`src/rtl/d_reg_pipe_if.sv`:
```
// d_reg_pipe_if: control, data and status bundle for the register pipeline
interface d_reg_pipe_if #(
  parameter int WIDTH = 8,
  parameter int DEPTH = 4
);
  logic                       en;
  logic                       flush;
  logic                       load;
  logic [WIDTH-1:0]           din;
  logic                       din_vld;
  logic [WIDTH*DEPTH-1:0]     pdin;
  logic [WIDTH-1:0]           dout;
  logic                       dout_vld;
  logic [WIDTH*DEPTH-1:0]     taps;
  logic [$clog2(DEPTH+1)-1:0] occ;
  modport master (
    output en, flush, load, din, din_vld, pdin,
    input  dout, dout_vld, taps, occ
  );
  modport slave (
    input  en, flush, load, din, din_vld, pdin,
    output dout, dout_vld, taps, occ
  );
endinterface

```
`src/rtl/d_reg_pipe.sv`:
```
// d_reg_pipe: WIDTH x DEPTH register pipeline with valid tags, stall, flush, parallel load and occupancy
module d_reg_pipe #(
  parameter int               WIDTH   = 8,
  parameter int               DEPTH   = 4,
  parameter logic [WIDTH-1:0] RST_VAL = '0
) (
  input logic         clk,
  input logic         rst,
  d_reg_pipe_if.slave bus
);
  localparam int OW = $clog2(DEPTH + 1);
  logic [WIDTH-1:0] data [DEPTH];
  logic [DEPTH-1:0] vld;
  logic [OW-1:0]    occ_c;
  // stage update, priority rst > flush > load > en > hold
  always_ff @(posedge clk) begin
    if (rst) begin
      for (int k = 0; k < DEPTH; k++) data[k] <= RST_VAL;
      vld <= '0;
    end else if (bus.flush) begin
      vld <= '0;
    end else if (bus.load) begin
      for (int k = 0; k < DEPTH; k++) data[k] <= bus.pdin[k*WIDTH +: WIDTH];
      vld <= '1;
    end else if (bus.en) begin
      data[0] <= bus.din;
      vld[0]  <= bus.din_vld;
      for (int k = 1; k < DEPTH; k++) begin
        data[k] <= data[k-1];
        vld[k]  <= vld[k-1];
      end
    end
  end
  // occupancy is a popcount of the registered valid bits
  always_comb begin
    occ_c = '0;
    for (int k = 0; k < DEPTH; k++) occ_c = occ_c + OW'(vld[k]);
  end
  // expose every stage on the flat tap bus
  always_comb begin
    bus.taps = '0;
    for (int k = 0; k < DEPTH; k++) bus.taps[k*WIDTH +: WIDTH] = data[k];
  end
  assign bus.dout     = data[DEPTH-1];
  assign bus.dout_vld = vld[DEPTH-1];
  assign bus.occ      = occ_c;
endmodule

```
`src/flat_wrapper.sv`:
```
// flat-port wrapper written by rule: the top's interface ports become plain ports
module d_reg_pipe_flat 
#(
  parameter int               WIDTH   = 8,
  parameter int               DEPTH   = 4,
  parameter logic [WIDTH-1:0] RST_VAL = '0
)
  (clk, rst, bus_en, bus_flush, bus_load, bus_din, bus_din_vld, bus_pdin, bus_dout, bus_dout_vld, bus_taps, bus_occ);
  d_reg_pipe_if #(.WIDTH(WIDTH), .DEPTH(DEPTH)) bus_i ();
  input logic clk;
  input logic rst;
  input wire logic [$bits(bus_i.en)-1:0] bus_en;
  input wire logic [$bits(bus_i.flush)-1:0] bus_flush;
  input wire logic [$bits(bus_i.load)-1:0] bus_load;
  input wire logic [$bits(bus_i.din)-1:0] bus_din;
  input wire logic [$bits(bus_i.din_vld)-1:0] bus_din_vld;
  input wire logic [$bits(bus_i.pdin)-1:0] bus_pdin;
  output wire logic [$bits(bus_i.dout)-1:0] bus_dout;
  output wire logic [$bits(bus_i.dout_vld)-1:0] bus_dout_vld;
  output wire logic [$bits(bus_i.taps)-1:0] bus_taps;
  output wire logic [$bits(bus_i.occ)-1:0] bus_occ;
  assign bus_i.en = bus_en;
  assign bus_i.flush = bus_flush;
  assign bus_i.load = bus_load;
  assign bus_i.din = bus_din;
  assign bus_i.din_vld = bus_din_vld;
  assign bus_i.pdin = bus_pdin;
  assign bus_dout = bus_i.dout;
  assign bus_dout_vld = bus_i.dout_vld;
  assign bus_taps = bus_i.taps;
  assign bus_occ = bus_i.occ;
  d_reg_pipe #(.WIDTH(WIDTH), .DEPTH(DEPTH), .RST_VAL(RST_VAL)) u_core (.clk(clk), .rst(rst), .bus(bus_i));
endmodule
```
`config.mk`:
```
export PLATFORM = sky130hd
export DESIGN_NAME = d_reg_pipe_flat
export DESIGN_NICKNAME = d
export VERILOG_FILES = /design/src/rtl/d_reg_pipe_if.sv /design/src/rtl/d_reg_pipe.sv /design/src/flat_wrapper.sv
export SDC_FILE = /design/constraint.sdc
export NUM_CORES = 1
export LEC_CHECK = 0
export CORE_MARGIN = 10
export CORE_UTILIZATION = 45
export DETAILED_ROUTE_END_ITERATION = 8
export PLACE_DENSITY = 0.9
export SKIP_CTS_REPAIR_TIMING = 1
export SLEW_MARGIN = 40
export SYNTH_ARGS = -nofsm -noshare
export SYNTH_HDL_FRONTEND = slang
export SYNTH_SLANG_ARGS = --single-unit
```
`constraint.sdc`:
```
create_clock -name clk -period 3.32 [get_ports clk]
set_input_delay 0.332 -clock clk [delete_from_list [all_inputs] [get_ports clk]]
set_output_delay 0.332 -clock clk [all_outputs]
set_load 0.005 [all_outputs]
```
==> flow_summary.ini <==
[run_status]
status = complete, no violations

[clocking]
clock-sinks = 36
cts_tree = built
clk_path_buf_depth = 2
clkTransAtPathRegs_ns = 0.07
cts-root-buf = clkbuf_8
cts_made_buffers = 5
clkLatencyLatePin_ns = 0.29
h-tree-depth = 2

[logic_synthesis]
synth.ff_latch_count = 36
mappedNetlistNets = 222
async_flop_share_pct = 0
synth_top_family_by_area = simple AND/OR/NAND/NOR gates
ys_warn_count = 0
synth_area_um2 = 1990
seq_area_frac_synth_pct = 52.2
synthAdderAreaFrac_pct = 2.26
syn-instance-count = 173
synth_ff_type = edfxtp_1
synth-edff-count = 32
synthTopCellsByArea = edfxtp_1 (48%), a21oi_2 (13%), nand3b_1 (12%), nand2_1 (6.0%), dfxtp_1 (4.0%)
synthXorXnorAreaFrac_pct = 0
synth_cell_type_count = 18
yosysTopAreaCellShare_pct = 48.2
synth_common_cells = edfxtp_1 (32), nand2_1 (32), nand3b_1 (32), a21oi_2 (30), buf_4 (9)
muxShareOfSynthArea_pct = 2.01
synth_compound_area_share_pct = 16.2
synthSimpleGateAreaFrac_pct = 18.6
syn_area_per_cell_um2 = 11.5
synth.largest_area_cell = edfxtp_1

[power]
powerDensity_nw_per_um2 = 375
combPwrFrac_pct = 21.2
sw_frac_of_total_pct = 24.4
internal_power_mw = 0.816
ir_drop_uv = 276
p_switching_mw = 0.263
leakage_nw = 0.998
p_seq_share_pct = 50.8
clockPowerShare_pct = 27.9

[job]
maxCapViolations = 0

[route]
ant_nets = 0
first_iter_violations = 96
vias = 1548
routed_via_density = 5.14
drcViolationCount = 0
drt_pass1_iterations = 4
routed_wl_mm = 5.16
routedWlPerCell_um = 17.2

[layout]
fillers = 340
multi_input_area_um2 = 788
drive_gt1_share_pct = 16.9
antenna_cells = 0
layout.nets = 297
final_core_util_pct = 66.6
stdcell_area_um2 = 2880
area_growth_pct = 44.5
ff_latch_area_um2 = 1040

[setup_path]
end_kind = output pin
r2r_setup_slack_ns = 2.42
worstPathCellList = ha_1, fa_1, ha_1, clkdlybuf4s50_1
arrival_ns = 2.05
crit_type = register to output pin
r2r_end = u_core.data[1][3]
r2r_start = u_core.data[0][3]
cp.required_ns = 2.99
worst-path-buf-inv = 1
crit_path_start_kind = register
slowest_delay_ns = 0.49
worstPathMaxFanout = 3
critical-path-slowest-cell = clkdlybuf4s50_1
ff2ff_path_depth = 2
crit_path_frequent_cell = ha_1
cpLargestDelayFamily = adder cells

[timing]
setup_tns_ns = 0
final.setup_skew_ns = 0.00982
slew_headroom_pct = 47.3
report.final.slew_viol_count = 0
hold_viol = 0
setup_ws_ns = 0.936
holdWs_ns = 0.604
max_freq_mhz = 420
tightest_slew_ns = 0.789
rsz0062_at_grt = false
min_period_ns = 2.38
setup_violations = 0
period_share_pct = 71.8

[grt]
overflow = 0
grt_pass1_wl_mm = 7.99
grt_pass1_vias = 1589
antenna_found_initial = 0
grt_usage_pct = 13.5
grt_max_degree = 66

[floorplan]
die_y_um = 86.6
pin_count = 90
initial_utilization_pct = 46.1
die_x_um = 86.6
rows = 24
design.die.area_um2 = 7490
coreArea_um2 = 4320

[place]
gp_congestion = 0.708
port_buffers = 89
placed_area_um2 = 2790
place_ws_ns = 1.24
hpwl_mm = 3.84

[worst_hold_path]
hold_path_startpoint = u_core.vld[0]
hold_class = register to register
hold_path_end = u_core.vld[0]
min_path_cells = 2
==> per-stage QoR <==
step	instances	power [mW]
after floorplan	173	0.653
after global placement	293	0.785
after detailed placement	293	0.791
after CTS	301	1.09
after global routing	301	1.13
final	301	1.08
==> flip-flops by register name, indices dropped and copies added, names as in the netlist <==
signal	cells
u_core.data	32
u_core.vld	4
==> power by group through the flow <==
stage               registers, mW  logic (mW)  clock network [mW]
finish                      0.549       0.229               0.302
global route                0.552       0.249               0.326
CTS                         0.549       0.232               0.304
detailed placement          0.559       0.232                   0
global placement            0.557       0.228                   0
floorplan                   0.558      0.0943                   0
==> logic make-up after synthesis <==
| logic type | after synthesis |
|---|---|
| DFF | 36 |
| AOI/OAI and AO/OA | 40 |
| and+or+nand+nor | 66 |
| muxes | 4 |
| adders and majority gates | 3 |
| buffers and inverters | 24 |
==> how the worst max path moves through the flow <==
stage	startpoint	endpoint	slack, ns	depth (start not counted)
finish	u_core.vld[0]	bus_occ[1]	0.94	4
global route	u_core.vld[0]	bus_occ[1]	0.86	4
CTS	u_core.vld[0]	bus_occ[1]	0.93	4
detailed placement	u_core.vld[0]	bus_occ[1]	1.24	4
global placement	u_core.vld[0]	bus_occ[1]	1.25	4
floorplan	u_core.vld[0]	bus_occ[1]	1.75	3
==> final cells by class <==
class / count / area share [%]
clock buffers: 7 / 2.65
clock inverters: 1 / 0.174
inverters: 1 / 0.130
multi-input cells: 113 / 27.4
flip-flops and latches: 36 / 36.1
well taps: 52 / 2.26
repair buffers: 91 / 31.3
==> layer usage <==
layer	GRT usage (%)	routed length [um]	vias up
met5	0	0	-
met2	21.8	2470	65
met4	5.01	88	0
met1	15.0	2060	718
li1	-	-	757
met3	6.38	546	8
==> worst min-delay path, cell delays in order (launching register included) <==
cell and delay [ns]:
dfxtp_1 0.35, mux2i_1 0.10, a21oi_2 0.12
==> cells in the final DEF (no fill, tap or decap) <==
cell	netlist	final
clkbuf_1	3	2
clkbuf_8	0	5
or2_4	0	1
nor2_1	1	1
o21bai_1	4	2
mux2i_1	4	4
nand3b_1	32	32
buf_2	7	1
dfxtp_1	4	4
nand2_1	32	32
clkinv_2	0	1
edfxtp_1	32	32
buf_4	9	2
inv_1	1	1
o21bai_2	0	2
ha_1	2	2
clkdlybuf4s50_1	0	88
a21oi_1	6	6
fa_1	1	1
a21oi_2	30	30
No activity file was read; power rests on OpenSTA's default activity.
